`src/rtl/vga_window_scanout.sv`:
```
// VGA raster generator and scan-out stage for a centred 256x256x3-bit window.
// Pixel rate is Clock/2. Sync and colour are registered one pixel period behind the counters.
module vga_window_scanout #(
  parameter int         H_VISIBLE    = 640,
  parameter int         H_FRONT      = 16,
  parameter int         H_SYNC       = 96,
  parameter int         H_BACK       = 48,
  parameter int         V_VISIBLE    = 480,
  parameter int         V_FRONT      = 10,
  parameter int         V_SYNC       = 2,
  parameter int         V_BACK       = 33,
  parameter int         WIN_X        = 192,
  parameter int         WIN_Y        = 112,
  parameter logic [2:0] BORDER_COLOR = 3'b000
) (
  input  logic        Clock,
  input  logic        Reset,
  input  logic [2:0]  iColorFromMemory,
  output logic [15:0] oReadAddress,
  output logic [9:0]  oCurrentRow,
  output logic [9:0]  oCurrentCol,
  output logic        oVGA_HSync,
  output logic        oVGA_VSync,
  output logic        oVGA_R,
  output logic        oVGA_G,
  output logic        oVGA_B,
  output logic        oFrameStart
);

  localparam logic [9:0] H_LAST    = 10'(H_VISIBLE + H_FRONT + H_SYNC + H_BACK - 1);
  localparam logic [9:0] V_LAST    = 10'(V_VISIBLE + V_FRONT + V_SYNC + V_BACK - 1);
  localparam logic [9:0] H_VIS_END = 10'(H_VISIBLE);
  localparam logic [9:0] V_VIS_END = 10'(V_VISIBLE);
  localparam logic [9:0] HS_FIRST  = 10'(H_VISIBLE + H_FRONT);
  localparam logic [9:0] HS_LAST   = 10'(H_VISIBLE + H_FRONT + H_SYNC - 1);
  localparam logic [9:0] VS_FIRST  = 10'(V_VISIBLE + V_FRONT);
  localparam logic [9:0] VS_LAST   = 10'(V_VISIBLE + V_FRONT + V_SYNC - 1);
  localparam logic [9:0] WX_FIRST  = 10'(WIN_X);
  localparam logic [9:0] WX_LAST   = 10'(WIN_X + 255);
  localparam logic [9:0] WY_FIRST  = 10'(WIN_Y);
  localparam logic [9:0] WY_LAST   = 10'(WIN_Y + 255);
  localparam logic [7:0] WX_LOW    = 8'(WIN_X);
  localparam logic [7:0] WY_LOW    = 8'(WIN_Y);

  logic       pixelEn;
  logic [9:0] col;
  logic [9:0] row;
  logic       inWin;
  logic       inVisible;
  logic [7:0] winCol;
  logic [7:0] winRow;
  logic       hSync;
  logic       vSync;
  logic [2:0] rgb;
  logic       frameStart;

  // The low byte of (counter - origin) equals the difference of the low bytes,
  // so the window offsets are formed directly in 8 bits.
  always_comb begin
    // NOTE: every output of this block gets a default first, so no path leaves one unassigned (no latch).
    oReadAddress = 16'h0000;
    inWin     = (col >= WX_FIRST) && (col <= WX_LAST) && (row >= WY_FIRST) && (row <= WY_LAST);
    inVisible = (col < H_VIS_END) && (row < V_VIS_END);
    winCol    = col[7:0] - WX_LOW;
    winRow    = row[7:0] - WY_LOW;
    if (inWin) begin
      oReadAddress = {winRow, winCol};
    end
  end

  // NOTE: Reset is sampled on the clock edge only; it is not in the sensitivity list.
  always_ff @(posedge Clock) begin
    if (Reset) begin
      pixelEn    <= 1'b0;
      col        <= '0;
      row        <= '0;
      hSync      <= 1'b1;
      vSync      <= 1'b1;
      rgb        <= 3'b000;
      frameStart <= 1'b0;
    end else begin
      pixelEn    <= ~pixelEn;
      frameStart <= 1'b0;
      if (pixelEn) begin
        // Registered from the pre-edge counters: one pixel period of latency,
        // which also covers the one-Clock read latency of the video memory.
        hSync <= !((col >= HS_FIRST) && (col <= HS_LAST));
        vSync <= !((row >= VS_FIRST) && (row <= VS_LAST));
        if (inWin) begin
          rgb <= iColorFromMemory;
        end else if (inVisible) begin
          rgb <= BORDER_COLOR;
        end else begin
          rgb <= 3'b000;
        end

        if (col == H_LAST) begin
          col <= '0;
          if (row == V_LAST) begin
            row        <= '0;
            frameStart <= 1'b1;
          end else begin
            row <= row + 10'd1;
          end
        end else begin
          col <= col + 10'd1;
        end
      end
    end
  end

  assign oCurrentRow = row;
  assign oCurrentCol = col;
  assign oVGA_HSync  = hSync;
  assign oVGA_VSync  = vSync;
  assign oVGA_R      = rgb[2];
  assign oVGA_G      = rgb[1];
  assign oVGA_B      = rgb[0];
  assign oFrameStart = frameStart;

endmodule
```
`config.mk`:
```
export PLATFORM = sky130hd
export DESIGN_NAME = vga_window_scanout
export DESIGN_NICKNAME = d
export VERILOG_FILES = /design/src/rtl/vga_window_scanout.sv
export SDC_FILE = /design/constraint.sdc
export NUM_CORES = 1
export LEC_CHECK = 0
export ABC_AREA = 1
export BUFFER_PORTS_ARGS = -buffer_cell sky130_fd_sc_hd__buf_2
export CAP_MARGIN = 20
export CORE_MARGIN = 3
export CORE_UTILIZATION = 55
export CTS_CLUSTER_SIZE = 20
export DETAILED_ROUTE_END_ITERATION = 10
export PLACE_DENSITY = 0.83
export REMOVE_ABC_BUFFERS = 1
export SLEW_MARGIN = 20
export SYNTH_ARGS = -nofsm -noshare
export SYNTH_HDL_FRONTEND = slang
export SYNTH_SLANG_ARGS = --single-unit
```
`constraint.sdc`:
```
create_clock -name Clock -period 2.75 [get_ports Clock]
set_input_delay 0.55 -clock Clock [delete_from_list [all_inputs] [get_ports Clock]]
set_output_delay 0.55 -clock Clock [all_outputs]
set_load 0.01 [all_outputs]
```
==> impl_metrics.py <==
metrics = {
    "timing": {
        "finalSetupViolCount": 0,
        "setup-tns-final_ns": 0,
        "maxSlewHeadroom_pct": 71.4,
        "finalHoldViolCount": 0,
        "post-route-period-util_pct": 93.3,
        "skew_ns": 0.0123,
        "min_period_ns": 2.57,
        "rsz0062_at_grt": "no",
        "tightest_slew_ns": 0.426,
        "timing.fmax_ghz": 0.390,
        "final-max-slew-violation-count": 0,
    },
    "clocking": {
        "clk_pin_slew_worst_paths_ns": 0.16,
        "clock_sinks": 27,
        "cts-root-buf": "clkbuf_4",
        "insertion_delay_ns": 0.35,
        "numCtsBuffers": 3,
        "h-tree-depth": 1,
        "clock_path_buffers": 2,
        "cts_tree": "yes",
    },
    "setup_path": {
        "worstPathArrival_ns": 2.02,
        "endpoint_kind": "output pin",
        "critical_path_class": "reg2out",
        "critPathMaxFanout": 6,
        "start_kind": "flop",
        "required_ns": 2.20,
    },
    "power": {
        "power_density_nw_per_um2": 300,
        "power_frac_comb_pct": 5.3,
        "intPower_uw": 463,
        "p_leak_nw": 1.03,
        "clkPwrFrac_pct": 30.5,
        "switching_share_pct": 25.9,
        "irDropWorstVdd_uv": 262,
        "p_switching_uw": 162,
        "seq_power_share_pct": 64.2,
    },
    "route": {
        "wl_per_cell_um": 11.8,
        "drc": 0,
        "drtIter0Drc": 124,
        "detail-route-antenna-nets": 0,
        "wirelength_um": 4220,
        "vias": 1779,
        "viasPerCell": 4.98,
        "firstDrtPassIters": 5,
    },
    "synth": {
        "yosys-top-cells-area": "dfxtp_1, nand2_1, inv_1",
        "synth_most_common_cell": "nand2_1",
        "mappedNetlistArea_um2": 1770,
        "synth_commonest_cells": "nand2_1, inv_1, nor2_1",
        "synthArstFlopShare_pct": 0,
        "yosysSeqAreaShare_pct": 30.5,
        "synth_area_per_cell_um2": 6.62,
        "synth-edff-count": 0,
        "yosys.area.top_type_share_pct": 30.5,
        "yosysWarnings": 0,
        "netlist-cell-type-count": 29,
        "synth-main-ff-cell": "dfxtp_1",
        "synth_seq_cells": 27,
        "syn_inst": 268,
        "yosys.area.top_type": "dfxtp_1",
    },
    "floorplan": {
        "die_h_um": 62.8,
        "ioPinCount": 47,
        "fp.dieW_um": 62.8,
        "core-area_um2": 2900,
        "row_count": 19,
        "die_area_um2": 3940,
        "start_util_pct": 61.1,
    },
    "grt": {
        "grt.total_usage_pct": 22.7,
        "grt_pass1_wl_um": 7280,
        "overflow": 0,
        "grt_pass1_vias": 1584,
        "antenna_found_initial": 0,
        "grt_max_degree": 17,
    },
    "cells_and_area": {
        "drive_gt1_share_pct": 24.8,
        "diodes": 0,
        "nets": 332,
        "final_cell_count_no_fill": 357,
        "area_delta_synth_final_pct": 17.6,
        "design_area_um2": 2080,
        "post-route-util_pct": 71.9,
    },
    "job": {
        "cap_violations": 0,
    },
    "placement": {
        "hpwl_um": 3240,
        "dp.cells": 351,
        "placed_area_um2": 2020,
        "globalplace.congestion": 0.920,
        "portBuffers": 46,
    },
    "outcome": {
        "run_status": "complete, no violations",
    },
    "min_path": {
        "hold_class": "reg2reg",
    },
}
## final timing paths
check,start,to,slack [ns],cells past startpoint
hold reg to reg,rgb[0],rgb[0],0.46,2
hold / removal,rgb[0],rgb[0],0.46,2
setup reg to reg,oCurrentCol[6],oCurrentRow[2],0.78,9
setup / recovery,oCurrentCol[6],oReadAddress[8],0.18,7
## cells by family (layout without fill, tap and decap cells)
logic type | after synthesis | after routing | synth area share [%]
simple gates | 152 | 152 | 39.9
buf+inv | 50 | 97 | 11.4
fa+ha+maj | 11 | 11 | 7.76
flops | 27 | 27 | 30.5
compound gates | 21 | 21 | 7.06
xor+xnor | 7 | 7 | 3.46
## power groups by stage
stage | logic [mW] | registers, mW | clock network (mW)
after floorplan | 0.0178 | 0.410 | 0
after global placement | 0.0328 | 0.409 | 0
after detailed placement | 0.0328 | 0.409 | 0
after CTS | 0.0330 | 0.401 | 0.193
after global routing | 0.0377 | 0.402 | 0.210
final | 0.0330 | 0.401 | 0.191
## flip-flops by register name, summed over array words and instances, names as in the netlist
register	count
oCurrentCol	10
oVGA_HSync	1
oCurrentRow	10
pixelEn	1
rgb	3
oFrameStart	1
oVGA_VSync	1
## cell type report
cell class,instances,area [um^2]
Clock inverter,1,7.51
Clock buffer,3,22.5
Tap cell,42,52.6
Timing Repair Buffer,48,258
Multi-Input combinational cell,191,1030
Fill cell,276,816
Sequential cell,27,544
Inverter,45,169
## routing by layer
layer  vias up  global-route usage (%)  wire length, um
li1        935                       -                -
met1       779                    32.2             2090
met2        59                    34.6             1810
met3         6                    3.24              262
met4         0                    8.82               57
met5         -                       0                0
## worst max-delay path: stages (launching register included)
cell	delay [ns]
dfxtp_1	0.50
ha_1	0.24
nand4_1	0.14
a21oi_2	0.26
nand3_4	0.11
buf_4	0.19
nor2_2	0.08
buf_2	0.14
## timing repair
item	in CTS	in global routing
cloned	0	0
pin swaps	1	0
resized for setup	0	3
setup buffers	2	0
hold buffers	0	0
endpoints found under the setup margin	2	15
## cells in the final DEF (no fill, tap or decap), drive strengths merged
cell type / n
inv: 45
o21ai: 9
nand2: 59
o21a: 1
xor2: 7
nor2: 53
nand4: 9
nand3: 19
nor3b: 1
dfxtp: 27
clkbuf: 3
ha: 11
clkinvlp: 1
nor3: 11
a31oi: 1
o22ai: 1
a21oi: 9
buf: 48
## per-stage QoR
| stage | hold WS, ns | setup WS, ns | total power [mW] |
|---|---|---|---|
| global route | 0.495 | 0.00753 | 0.650 |
| finish | 0.461 | 0.183 | 0.624 |
| detailed placement | 0.442 | 0.393 | 0.442 |
| CTS | 0.464 | 0.104 | 0.627 |
| floorplan | 0.474 | 0.617 | 0.427 |
| global placement | 0.433 | 0.424 | 0.442 |
No activity file was read; power rests on OpenSTA's default activity.
